`src/rtl/uart_apb_pkg.sv`:
```
// Shared definitions for the APB-to-UART register slave: register offsets,
// FSM encoding and UER bit layout.
package uart_apb_pkg;

    // Word offsets (PADDR[3:2]) of the four registers
    localparam logic [1:0] REG_USR = 2'd0;
    localparam logic [1:0] REG_UWD = 2'd1;
    localparam logic [1:0] REG_URD = 2'd2;
    localparam logic [1:0] REG_UER = 2'd3;

    typedef enum logic [1:0] {
        ST_IDLE = 2'd0,
        ST_EXEC = 2'd1,
        ST_RESP = 2'd2
    } apb_state_t;

    localparam int UER_RX_UF   = 0;
    localparam int UER_TX_OF   = 1;
    localparam int UER_CNT_LSB = 2;
    localparam int UER_CNT_W   = 8;

    function automatic logic [31:0] pack_uer(input logic [UER_CNT_W-1:0] cnt,
                                             input logic tx_of, input logic rx_uf);
        logic [31:0] v;
        v = '0;
        v[UER_CNT_LSB +: UER_CNT_W] = cnt;
        v[UER_TX_OF] = tx_of;
        v[UER_RX_UF] = rx_uf;
        return v;
    endfunction

endpackage

```
`src/rtl/apb_uart_slave.sv`:
```
// APB3 slave exposing a UART's RX/TX FIFOs as four registers, with sticky
// error flags and a saturating dropped-write counter.
module apb_uart_slave
    import uart_apb_pkg::*;
#(
    parameter int ADDR_W = 4
) (
    input  logic              clk,
    input  logic              rst,
    input  logic              PSEL,
    input  logic              PENABLE,
    input  logic              PWRITE,
    input  logic [ADDR_W-1:0] PADDR,
    input  logic [31:0]       PWDATA,
    output logic [31:0]       PRDATA,
    output logic              PREADY,
    output logic              PSLVERR,
    input  logic [7:0]        RX_rdata,
    input  logic              RX_empty,
    output logic              RX_rd,
    output logic              TX_wr,
    output logic [7:0]        TX_wdata,
    input  logic              TX_full
);

    apb_state_t state_q, state_d;

    logic [1:0]           reg_q;
    logic                 write_q;
    logic [2:0]           clr_q;
    logic [7:0]           tx_wdata_q;
    logic [31:0]          prdata_q;
    logic                 pslverr_q;
    logic                 rx_uf_q, tx_of_q;
    logic [UER_CNT_W-1:0] drop_cnt_q;

    logic        start;
    logic        is_exec;
    logic        rdata_load;
    logic [31:0] rdata_d;
    logic        acc_err;
    logic        tx_push, rx_pop;
    logic        of_set, uf_set;
    logic [2:0]  uer_clr;

    logic unused_bits;
    assign unused_bits = ^{PADDR, PWDATA[31:8]};

    assign start = (state_q == ST_IDLE) && PSEL && PENABLE;
    // Gating with rst keeps a reset that lands mid-EXEC from strobing a FIFO
    assign is_exec = (state_q == ST_EXEC) && !rst;

    always_comb begin
        state_d = state_q;
        unique case (state_q)
            ST_IDLE: if (PSEL && PENABLE) state_d = ST_EXEC;
            ST_EXEC: state_d = ST_RESP;
            ST_RESP: state_d = ST_IDLE;
            default: state_d = ST_IDLE;
        endcase
    end

    always_comb begin
        rdata_load = 1'b0;
        rdata_d    = '0;
        acc_err    = 1'b0;
        tx_push    = 1'b0;
        rx_pop     = 1'b0;
        of_set     = 1'b0;
        uf_set     = 1'b0;
        uer_clr    = '0;
        if (is_exec) begin
            unique case (reg_q)
                REG_USR: begin
                    if (write_q) acc_err = 1'b1;
                    else begin
                        rdata_load = 1'b1;
                        rdata_d    = {30'b0, ~TX_full, ~RX_empty};
                    end
                end
                REG_UWD: begin
                    if (write_q) begin
                        if (TX_full) begin
                            acc_err = 1'b1;
                            of_set  = 1'b1;
                        end else begin
                            tx_push = 1'b1;
                        end
                    end else begin
                        acc_err    = 1'b1;
                        rdata_load = 1'b1;
                    end
                end
                REG_URD: begin
                    if (write_q) acc_err = 1'b1;
                    else if (RX_empty) begin
                        acc_err    = 1'b1;
                        uf_set     = 1'b1;
                        rdata_load = 1'b1;
                    end else begin
                        rx_pop     = 1'b1;
                        rdata_load = 1'b1;
                        rdata_d    = {24'b0, RX_rdata};
                    end
                end
                REG_UER: begin
                    if (write_q) uer_clr = clr_q;
                    else begin
                        rdata_load = 1'b1;
                        rdata_d    = pack_uer(drop_cnt_q, tx_of_q, rx_uf_q);
                    end
                end
                default: acc_err = 1'b1;
            endcase
        end
    end

    always_ff @(posedge clk) begin
        if (rst) begin
            state_q    <= ST_IDLE;
            reg_q      <= '0;
            write_q    <= 1'b0;
            clr_q      <= '0;
            tx_wdata_q <= '0;
            prdata_q   <= '0;
            pslverr_q  <= 1'b0;
            rx_uf_q    <= 1'b0;
            tx_of_q    <= 1'b0;
            drop_cnt_q <= '0;
        end else begin
            state_q   <= state_d;
            pslverr_q <= acc_err;
            if (start) begin
                reg_q   <= PADDR[3:2];
                write_q <= PWRITE;
                clr_q   <= PWDATA[2:0];
                if (PWRITE && PADDR[3:2] == REG_UWD) tx_wdata_q <= PWDATA[7:0];
            end
            if (rdata_load) prdata_q <= rdata_d;
            // A set event in the same cycle as a write-1-clear wins
            rx_uf_q <= uf_set | (rx_uf_q & ~uer_clr[UER_RX_UF]);
            tx_of_q <= of_set | (tx_of_q & ~uer_clr[UER_TX_OF]);
            if (of_set) begin
                if (drop_cnt_q != '1) drop_cnt_q <= drop_cnt_q + 1'b1;
            end else if (uer_clr[UER_CNT_LSB]) begin
                drop_cnt_q <= '0;
            end
        end
    end

    assign PRDATA   = prdata_q;
    assign PREADY   = (state_q == ST_RESP);
    assign PSLVERR  = pslverr_q;
    assign RX_rd    = rx_pop;
    assign TX_wr    = tx_push;
    assign TX_wdata = tx_wdata_q;

endmodule
```
`config.mk`:
```
export PLATFORM = sky130hd
export DESIGN_NAME = apb_uart_slave
export DESIGN_NICKNAME = d
export VERILOG_FILES = /design/src/rtl/uart_apb_pkg.sv /design/src/rtl/apb_uart_slave.sv
export SDC_FILE = /design/constraint.sdc
export NUM_CORES = 1
export LEC_CHECK = 0
export BUFFER_PORTS_ARGS = -buffer_cell sky130_fd_sc_hd__buf_4
export CORE_ASPECT_RATIO = 1.2
export CORE_UTILIZATION = 45
export CTS_CLUSTER_DIAMETER = 120
export DETAILED_ROUTE_END_ITERATION = 10
export GPL_TIMING_DRIVEN = 0
export HOLD_SLACK_MARGIN = 0.12
export PLACE_DENSITY = 0.8
export SLEW_MARGIN = 0
export SYNTH_ARGS = -nofsm -noshare
export SYNTH_HDL_FRONTEND = slang
export SYNTH_SLANG_ARGS = --single-unit
```
`constraint.sdc`:
```
create_clock -name clk -period 1.9 [get_ports clk]
set_input_delay 0.38 -clock clk [delete_from_list [all_inputs] [get_ports clk]]
set_output_delay 0.38 -clock clk [all_outputs]
set_load 0.01 [all_outputs]
```
==> results.sh <==
export IMPL_fin_crit_sh_pct=101
export IMPL_synth_seq_area_share_pct=40.4
export IMPL_clk_pin_slew_ns=0.07
export IMPL_yosys_top_cells_area="dfxtp_1 40%, buf_4 9.0%, mux2i_1 7.7%"
export IMPL_fmax_mhz=520
export IMPL_drt_iter0_drc=56
export IMPL_tns_ns=-0.0283
export IMPL_crit_path_start="state_q[1]"
export IMPL_syn_area_mm2=0.00183
export IMPL_synth_cell_type_count=45
export IMPL_post_dp_hpwl_mm=3.06
export IMPL_post_synth_top_area_cell="dfxtp_1"
export IMPL_skew_ns=0.00533
export IMPL_cts_max_level=2
export IMPL_drive_gt1_share_pct=33.9
export IMPL_finalCriticalPeriod_ns=1.92
export IMPL_ys_async_sr_fraction_pct=0
export IMPL_worstPathRequired_ns=1.52
export IMPL_antenna_cells=0
export IMPL_power_uw=1550
export IMPL_synthFlopType="dfxtp_1"
export IMPL_setup_ws_ns=-0.0239
export IMPL_min_path_type="input port to flop"
export IMPL_coreArea_mm2=0.00391
export IMPL_cts_buffers=5
export IMPL_cts_tree="built"
export IMPL_die_height_um=71.9
export IMPL_swShare_pct=23.7
export IMPL_status="complete, but fails checks"
export IMPL_start_kind="flop"
export IMPL_setup_violations=2
export IMPL_yosysTopAreaCellShare_pct=40.4
export IMPL_synth_edf_count=0
export IMPL_syn2layout_area_growth_pct=36.5
export IMPL_ff2ff_setup_slack_ns=0.10
export IMPL_violations="negative setup slack"
export IMPL_vdd_ir_drop_max_v=0.000694
export IMPL_finalHoldViolCount=0
export IMPL_dr_total_vias=1689
export IMPL_clkSinkCount=37
export IMPL_fp_dieW_um=60.2
export IMPL_synth_cells=209
export IMPL_rsz0062_at_grt="yes"
export IMPL_die_area_mm2=0.00433
export IMPL_cp_end_kind="primary output"
export IMPL_synth_area_per_cell_um2=8.76
export IMPL_share_comb_of_total_power_pct=13.4
export IMPL_ys_ff_latch=37
export IMPL_grt_pass1_vias=1549
export IMPL_grt_total_usage_pct=20.4
export IMPL_p_seq_share_pct=51.4
export IMPL_drt_pass1_iterations=4
export IMPL_routed_via_density=4.92
export IMPL_r2r_start="state_q[1]"
export IMPL_gp_congestion=0.846
export IMPL_ant_nets=0
export IMPL_max_cap_violations=0
export IMPL_p_per_area_mw_per_mm2=620
export IMPL_antenna_found_initial=0
export IMPL_crit_fanout=4
export IMPL_cp_cell_sequence="or3b_4 -> clkinv_4 -> buf_4 -> nand3_4 -> nor2_4 -> buf_6"
export IMPL_nets=341
export IMPL_overflow=0
export IMPL_crit_path_max_incr_delay_ns=0.41
export IMPL_r2r_cells=7
export IMPL_worstSetupPathType="flop to primary output"
export IMPL_start_util_pct=46.8
export IMPL_routed_wl_mm=4.26
export IMPL_wl_per_cell_um=12.4
export IMPL_cts_max_path_buffers=2
export IMPL_ios=95
export IMPL_io_buffers=46
export IMPL_root_buffer="clkbuf_8"
export IMPL_utilization_pct=64.0
export IMPL_clkPwrFrac_pct=35.2
export IMPL_slowest_stage="or3b_4"
export IMPL_endpoint="TX_wr"
export IMPL_total_leakage_power_uw=0.00110
export IMPL_ys_warn_count=0
export IMPL_power_internal_uw=1180
export IMPL_grt_first_pass_wirelength_mm=6.70
export IMPL_arrival_ns=1.54
export IMPL_report_final_slew_viol_count=0
export IMPL_p_switching_uw=368
export IMPL_row_count=25
export IMPL_clock_latency_ns=0.28
export IMPL_grt_max_degree=11
export IMPL_dp_slack_ns=-0.300
export IMPL_drc_errors=0
export IMPL_worstReg2RegEnd="drop_cnt_q[4]"
==> cells by family (layout without fill, tap and decap cells) <==
group           after synthesis  in the layout  synth area share, %
simple gates                 69             69                 19.8
buf+inv                      40             99                 13.5
mux                          15             15                 8.26
fa+ha+maj                     1              1                0.683
compound gates               45             45                 16.7
flops                        37             37                 40.4
xor+xnor                      1              1                0.478
other cells                   1             22                0.205
==> timing repair <==
item	in CTS	in global routing
pin swaps	3	2
buffers inserted	7	1
resized for setup	8	8
endpoints found under the hold margin	0	0
hold buffers	0	0
setup endpoints to repair	2	4
==> final cells by class <==
type,count,area [µm²]
fill,356,1410
multi-input combinational,153,956
sequential,37,743
timing repair buffer,54,409
buffer,32,211
clock buffer,7,86.3
tap,54,67.6
inverter,6,27.5
==> cell usage in the layout, fill, tap and decap left out, drive strengths merged, types with 2 or more instances in the layout <==
cell type,count
and4b,2
buf,79
nor2,24
dfxtp,37
inv,5
a211oi,2
or3,2
conb,22
nand3,10
nor3,2
nand4,4
nand2,13
mux2i,14
a21o,2
a22o,8
nand2b,3
clkbuf,14
o21ai,4
a311oi,4
a21oi,19
==> metal layers <==
layer | share of wire, % | track usage (%) | wire length, µm
met5 | 0 | 0 | 0
met4 | 1.3 | 4.65 | 55
met3 | 6.0 | 6.95 | 257
met2 | 51 | 36.1 | 2170
met1 | 42 | 23.0 | 1770
==> cell usage after synthesis (2+ instances only) <==
library cell / instances
nand4_1: 4
a21oi_1: 19
a211oi_1: 2
buf_4: 22
nand2_1: 13
a21o_1: 2
a22o_1: 8
o21ai_1: 2
o21ai_0: 2
nand3_1: 9
and4b_1: 2
dfxtp_1: 37
mux2i_1: 14
a311oi_1: 3
nand2b_1: 3
buf_2: 3
clkbuf_1: 8
or3_1: 2
inv_1: 5
nor2_1: 24
==> critical path: cells and delay by family (launching register included) <==
kind	cells	cell delay, ns
buffers and inverters	3	0.30
flip-flops	1	0.32
AND/OR/NAND/NOR	3	0.62
==> stage by stage <==
stage | area [µm²] | cells | hold slack (ns)
final | 2500 | 343 | 0.329
after floorplan | 1920 | 230 | 0.452
after global placement | 2330 | 330 | 0.445
after global routing | 2500 | 343 | 0.330
after CTS | 2490 | 343 | 0.326
after detailed placement | 2330 | 330 | 0.447
==> power by group through the flow <==
stage / clock (µW) / combinational, µW / sequential, µW
2_1_floorplan: 0 / 126 / 813
3_3_place_gp: 0 / 191 / 813
3_5_place_dp: 0 / 193 / 813
4_1_cts: 555 / 202 / 796
5_1_grt: 592 / 227 / 797
6_report: 546 / 207 / 796
==> flip-flops by register name, summed over array words and instances (netlist names) <==
name        flops
PRDATA         10
PSLVERR         1
TX_wdata        8
clr_q           3
drop_cnt_q      8
reg_q           2
rx_uf_q         1
state_q         2
tx_of_q         1
write_q         1
==> how the worst min path moves through the flow <==
stage | end | from | cells past startpoint
after global placement | PRDATA[5] | PRDATA[5] | 2
after CTS | TX_wdata[3] | PWDATA[3] | 3
final | TX_wdata[3] | PWDATA[3] | 3
after detailed placement | PRDATA[8] | PRDATA[8] | 2
after global routing | TX_wdata[4] | PWDATA[4] | 3
after floorplan | clr_q[1] | clr_q[1] | 2
(Power assumes the default switching activity.)
